===== src/rtl/trace_pkg.sv =====
// rtl/trace_pkg.sv - shared trace record type and constants
package trace_pkg;

  localparam int TRACE_XLEN = 32;
  localparam logic [31:0] NOP_INSN = 32'h0000_0013;

  typedef struct packed {
    logic [TRACE_XLEN-1:0] instruction;
    logic [4:0]            rd;
    logic [4:0]            rs1;
    logic [4:0]            rs2;
    logic [TRACE_XLEN-1:0] rd_value;
    logic [11:0]           imm;
  } trace_rec_t;

endpackage


===== src/rtl/trace_fifo_mem.sv =====
// rtl/trace_fifo_mem.sv - trace record storage, one write port, async read port
module trace_fifo_mem
  import trace_pkg::*;
#(
  parameter int DEPTH = 16,
  parameter int AW    = $clog2(DEPTH)
) (
  input  logic          clk,
  input  logic          we_i,
  input  logic [AW-1:0] waddr_i,
  input  trace_rec_t    wdata_i,
  input  logic [AW-1:0] raddr_i,
  output trace_rec_t    rdata_o
);

  trace_rec_t mem_q [DEPTH];

  always_ff @(posedge clk) begin
    if (we_i) begin
      mem_q[waddr_i] <= wdata_i;
    end
  end

  assign rdata_o = mem_q[raddr_i];

endmodule


===== src/rtl/trace_fifo.sv =====
// rtl/trace_fifo.sv - first-word-fall-through trace buffer with overflow counter
// Define TRACE_NOP_FILTER_EN to discard canonical NOP records at the input.
module trace_fifo
  import trace_pkg::*;
#(
  parameter int DEPTH = 16,
  parameter int XLEN  = TRACE_XLEN,
  parameter int OVF_W = 16
) (
  input  logic                     clk,
  input  logic                     rst,
  input  logic                     in_valid,
  input  logic [XLEN-1:0]          in_instruction,
  input  logic [4:0]               in_rd,
  input  logic [4:0]               in_rs1,
  input  logic [4:0]               in_rs2,
  input  logic [XLEN-1:0]          in_rd_value,
  input  logic [11:0]              in_imm,
  output logic                     out_valid,
  input  logic                     out_ready,
  output trace_rec_t               out_rec,
  output logic [$clog2(DEPTH):0]   count,
  output logic                     full,
  output logic                     empty,
  output logic [OVF_W-1:0]         overflow_cnt
);

  localparam int AW = $clog2(DEPTH);
  localparam int CW = AW + 1;

  logic [AW-1:0]    wr_ptr_q, wr_ptr_d;
  logic [AW-1:0]    rd_ptr_q, rd_ptr_d;
  logic [CW-1:0]    count_q, count_d;
  logic [OVF_W-1:0] ovf_q, ovf_d;
  logic             accept, push, pop, drop;
  trace_rec_t       wr_rec;

`ifdef TRACE_NOP_FILTER_EN
  assign accept = in_valid && (in_instruction != NOP_INSN);
`else
  assign accept = in_valid;
`endif

  assign empty     = (count_q == '0);
  assign full      = (count_q == CW'(DEPTH));
  assign out_valid = !empty;
  assign pop       = out_valid && out_ready;
  // A pop frees a slot in the same cycle, so a full FIFO can still accept.
  assign push      = accept && (!full || pop);
  assign drop      = accept && full && !pop;

  assign wr_rec = '{instruction: in_instruction, rd: in_rd, rs1: in_rs1,
                    rs2: in_rs2, rd_value: in_rd_value, imm: in_imm};

  always_comb begin
    wr_ptr_d = push ? wr_ptr_q + AW'(1) : wr_ptr_q;
    rd_ptr_d = pop  ? rd_ptr_q + AW'(1) : rd_ptr_q;
    count_d  = count_q;
    if (push && !pop) begin
      count_d = count_q + CW'(1);
    end else if (pop && !push) begin
      count_d = count_q - CW'(1);
    end
    ovf_d = ovf_q;
    if (drop && (ovf_q != '1)) begin
      ovf_d = ovf_q + OVF_W'(1);
    end
  end

  always_ff @(posedge clk) begin
    if (rst) begin
      wr_ptr_q <= '0;
      rd_ptr_q <= '0;
      count_q  <= '0;
      ovf_q    <= '0;
    end else begin
      wr_ptr_q <= wr_ptr_d;
      rd_ptr_q <= rd_ptr_d;
      count_q  <= count_d;
      ovf_q    <= ovf_d;
    end
  end

  trace_fifo_mem #(.DEPTH(DEPTH), .AW(AW)) u_mem (
    .clk     (clk),
    .we_i    (push),
    .waddr_i (wr_ptr_q),
    .wdata_i (wr_rec),
    .raddr_i (rd_ptr_q),
    .rdata_o (out_rec)
  );

  assign count        = count_q;
  assign overflow_cnt = ovf_q;

endmodule


===== config.mk =====
export PLATFORM = sky130hd
export DESIGN_NAME = trace_fifo
export DESIGN_NICKNAME = d
export VERILOG_FILES = /design/src/rtl/trace_pkg.sv /design/src/rtl/trace_fifo_mem.sv /design/src/rtl/trace_fifo.sv
export SDC_FILE = /design/constraint.sdc
export NUM_CORES = 1
export LEC_CHECK = 0
export CELL_PAD_IN_SITES_DETAIL_PLACEMENT = 1
export CELL_PAD_IN_SITES_GLOBAL_PLACEMENT = 1
export CORE_MARGIN = 4
export CORE_UTILIZATION = 55
export CTS_BUF_LIST = sky130_fd_sc_hd__clkbuf_4 sky130_fd_sc_hd__clkbuf_8
export DETAILED_ROUTE_END_ITERATION = 12
export GPL_ROUTABILITY_DRIVEN = 0
export PLACE_DENSITY = 0.87
export SLEW_MARGIN = 20
export SYNTH_ARGS = -nofsm -noshare
export SYNTH_HDL_FRONTEND = slang
export SYNTH_SLANG_ARGS = --single-unit

===== constraint.sdc =====
create_clock -name clk -period 16.6 [get_ports clk]
set_input_delay 1.66 -clock clk [delete_from_list [all_inputs] [get_ports clk]]
set_output_delay 1.66 -clock clk [all_outputs]
set_load 0.01 [all_outputs]

==> impl_results.rst <==
.. list-table::
   :header-rows: 1

   * - Metric
     - Value
   * - Maximum clock frequency
     - approximately 140 MHz
   * - Drt pass-1 iters
     - 7
   * - Count of fill cells added during filler insertion
     - 8019
   * - Cts repair resizes
     - 0
   * - Outcome
     - complete, no violations
   * - RSZ-0062 raised after global routing
     - no
   * - Remaining max-slew budget at the tightest pin
     - 25.09%
   * - Relative contribution of combinational cells to total power
     - about a fifth
   * - Post-layout net count
     - 2699
   * - Period minus WS final
     - between 7 and 8 ns
   * - Area of all sequential standard cells
     - 0.04440 mm^2
   * - Global-route wire length before repair
     - ~210000 um
   * - Area of the multi-input gates
     - 0.01144 mm^2
   * - Initial Utilization
     - 55.39%
   * - Std-Cell Core Area
     - 0.1017 mm^2
   * - Internal cell power
     - between 6000 and 7000 uW
   * - Number of buffers inserted for hold repair after clock tree synthesis
     - 0
   * - Ratio of routed vias to standard cells
     - ~6.5
   * - Average cell area after synthesis
     - 25.37 um^2
   * - Maximum ir drop on the vdd rail
     - about 100 uV
   * - Leakage power summed over all cells
     - 0.01966 uW
   * - Sw frac
     - 26.05%
   * - Die Wd
     - 328.1 um
   * - Synthesized flop and latch total
     - 1489
   * - Count of cell types in the netlist
     - 43
   * - Clock tree from TritonCTS
     - yes
   * - Largest driver fanout on the critical path
     - 52
   * - Die ar.
     - 0.1077 mm^2
   * - Worst-path clk slew
     - 0.06 ns
   * - Fraction of power consumed by the clock network
     - roughly a third
   * - Mapped Nets
     - approximately 2300
   * - DRT Wirelength
     - 144400 um
   * - Syn. warnings
     - 0
   * - Detailed placer's ending HPWL
     - 67680 um
   * - Post-synthesis instance area
     - 0.05636 mm^2
   * - Number of CTS-inserted buffers
     - 225
   * - Kind of end point of the critical path
     - output port
   * - Worst slew pin tran
     - approximately 1.1 ns
   * - Number of design-rule violations left by the first detailed-router iteration
     - 3519
   * - Max Cap Violations
     - 0
   * - Post-synthesis instance total
     - 2221
   * - Total count of max-transition violations in the final report
     - 0
   * - Clock latency on the worst-skew pair
     - 0.88 ns
   * - Maximum buffer depth of the clock tree
     - 3
   * - Fin Setup TNS
     - 0 ns
   * - Reported net switching power
     - 2422 uW
   * - Num Clock Sinks
     - 1489
   * - Number of hold violations in the final report
     - 0
   * - Overflow left after global routing
     - 0
   * - Share of total power in sequential cells
     - 46.2%
   * - Total vias in the final route
     - 27040
   * - Antenna violations before repair
     - 20
   * - Via count of the first global-routing pass
     - 28980
   * - Power density over the cells
     - 143.9 mW/mm^2
   * - Area growth from synthesis to layout
     - 14.67%
   * - Leading cell type in the layout, fill and taps excluded
     - edfxtp_1
   * - DRC violations left
     - 0
   * - Launching element type of the critical path
     - register
   * - Required time of the critical path
     - 14.94 ns
   * - Total number of H-tree levels
     - 4
   * - Total I/O pin count
     - 210
   * - Antenna violation net count after detailed routing
     - 0
   * - Layout cells sized above 1
     - 31.62%
   * - Critical setup path kind
     - register to output port
   * - Sequential-to-total area share from yosys stat
     - 78.75%
   * - Count of port buffers added during placement
     - 209
   * - Post-DR wirelength/cell
     - 34.68 um
   * - Hold Path Class
     - register to register
   * - Root cell of the clock tree
     - clkbuf_8
   * - Total routing usage reported by global routing
     - between 20 and 30%
   * - Worst path arrival time
     - 5.68 ns
   * - Die Span Y
     - 328.1 um
   * - Largest net degree at the start of global routing
     - 186
   * - Fin Clk Skew
     - 0.03888 ns
   * - Fin util
     - 63.52%
   * - Post-CTS setup buffer count
     - 0
   * - Endpoints failing setup
     - 0
   * - Final critical-path share of the clock period
     - 44.24%
   * - Most used cells in the layout excluding fill and tap cells
     - edfxtp_1 (1456), mux4_2 (455), clkbuf_8 (233)
   * - Rows
     - 117
path summary, 6_finish.rpt:
path | from | end | slack (ns) | cells past startpoint
hold reg to reg | rd_ptr_q[3] | register | 0.54 | 2
setup / recovery | register | out_rec[27] | 9.26 | 6
hold / removal | rd_ptr_q[3] | register | 0.54 | 2
setup reg to reg | count[0] | u_mem.mem_q[12][88] | 12.24 | 6
sequential cells by signal, indices dropped and copies added (netlist names), named ones only:
register / count
u_mem.mem_q: 1456
overflow_cnt: 16
count: 5
rd_ptr_q: 4
wr_ptr_q: 4
stage by stage:
step	worst slack, ns	cell area (um^2)	total power (uW)	instances	hold WS (ns)
4_1_cts	8.745	64550	9384	4147	0.5467
3_3_place_gp	9.919	60050	6210	3733	0.4981
2_1_floorplan	7.760	56360	5693	2221	0.4847
3_5_place_dp	9.770	60050	6295	3733	0.5247
5_1_grt	8.776	64610	9669	4157	0.5801
6_report	9.255	64620	9298	4164	0.5421
layer usage:
layer	part of all wire, %	vias up	GRT usage [%]
li1	-	10520	-
met1	37	14450	37.46
met2	50	1822	44.19
met3	9.8	246	7.229
met4	2.8	8	8.951
met5	0.038	-	0
synthesized netlist by cell type:
| library cell | instances | share of area (%) |
|---|---|---|
| nand3_1 | 7 | 0.062 |
| xnor2_1 | 2 | 0.031 |
| nand4_1 | 5 | 0.056 |
| o311ai_0 | 1 | 0.016 |
| and4_1 | 4 | 0.062 |
| a21o_1 | 2 | 0.027 |
| nor4_4 | 1 | 0.038 |
| nand2_1 | 10 | 0.067 |
| mux4_2 | 455 | 18 |
| dfxtp_1 | 33 | 1.2 |
| nor2_1 | 31 | 0.21 |
| nor3_1 | 4 | 0.036 |
| mux2_2 | 2 | 0.040 |
| nor2b_1 | 1 | 0.011 |
| nor4_1 | 1 | 0.011 |
| buf_4 | 30 | 0.40 |
| or3_1 | 5 | 0.056 |
| or3b_2 | 1 | 0.016 |
| a21oi_1 | 18 | 0.16 |
| o311ai_4 | 1 | 0.047 |
| nand3b_1 | 1 | 0.013 |
| xor2_1 | 7 | 0.11 |
| and3b_1 | 1 | 0.016 |
| o41ai_1 | 2 | 0.031 |
| edfxtp_1 | 1456 | 78 |
| inv_1 | 6 | 0.040 |
| o21ai_2 | 1 | 0.016 |
| buf_1 | 16 | 0.11 |
| nor4_2 | 2 | 0.044 |
| buf_2 | 5 | 0.044 |
| or4_1 | 11 | 0.15 |
| clkbuf_2 | 1 | 0.0089 |
| o31ai_1 | 10 | 0.13 |
| and3_1 | 4 | 0.044 |
| nand2b_1 | 2 | 0.022 |
| ha_1 | 10 | 0.22 |
| o211ai_1 | 2 | 0.027 |
| fa_1 | 1 | 0.036 |
| mux2i_1 | 4 | 0.071 |
| o31a_1 | 1 | 0.016 |
| clkbuf_1 | 49 | 0.33 |
| buf_6 | 11 | 0.22 |
| o21ai_0 | 4 | 0.036 |
cell type report:
class,instances,share of cell area (%)
clock buffer,292,5.648
sequential,1489,68.70
clock inverter,122,1.305
inverter,6,0.03485
antenna,16,0.06196
timing repair buffer,257,3.899
multi-input combinational,614,17.70
tap,1368,2.649
critical path, stage by stage (launching register included):
cell,delay [ns]
dfxtp_4,0.81
buf_4,0.79
buf_6,0.68
buf_4,0.71
mux4_2,0.61
mux4_2,0.53
clkdlybuf4s50_1,0.52
kinds of logic (layout without fill, tap and decap cells):
kind of cell / after synthesis / after routing / share of synthesized area (%)
adder cells (fa/ha/maj): 11 / 11 / 0.2575
buffers and inverters: 118 / 677 / 1.146
XOR/XNOR: 9 / 9 / 0.1399
AND/OR/NAND/NOR: 91 / 91 / 0.9058
AO/OA/AOI/OAI: 42 / 42 / 0.5062
flip-flops: 1489 / 1489 / 78.75
other: 0 / 16 / 0
multiplexers: 461 / 461 / 18.29
power groups by stage:
stage	Combinational (uW)	Sequential, uW	Clock (uW)
3_5_place_dp	1930	4370	0
4_1_cts	1960	4300	3130
3_3_place_gp	1850	4360	0
5_1_grt	2050	4300	3320
2_1_floorplan	1360	4340	0
6_report	1930	4290	3070
Note: power is estimated with default switching activity, not from simulation.
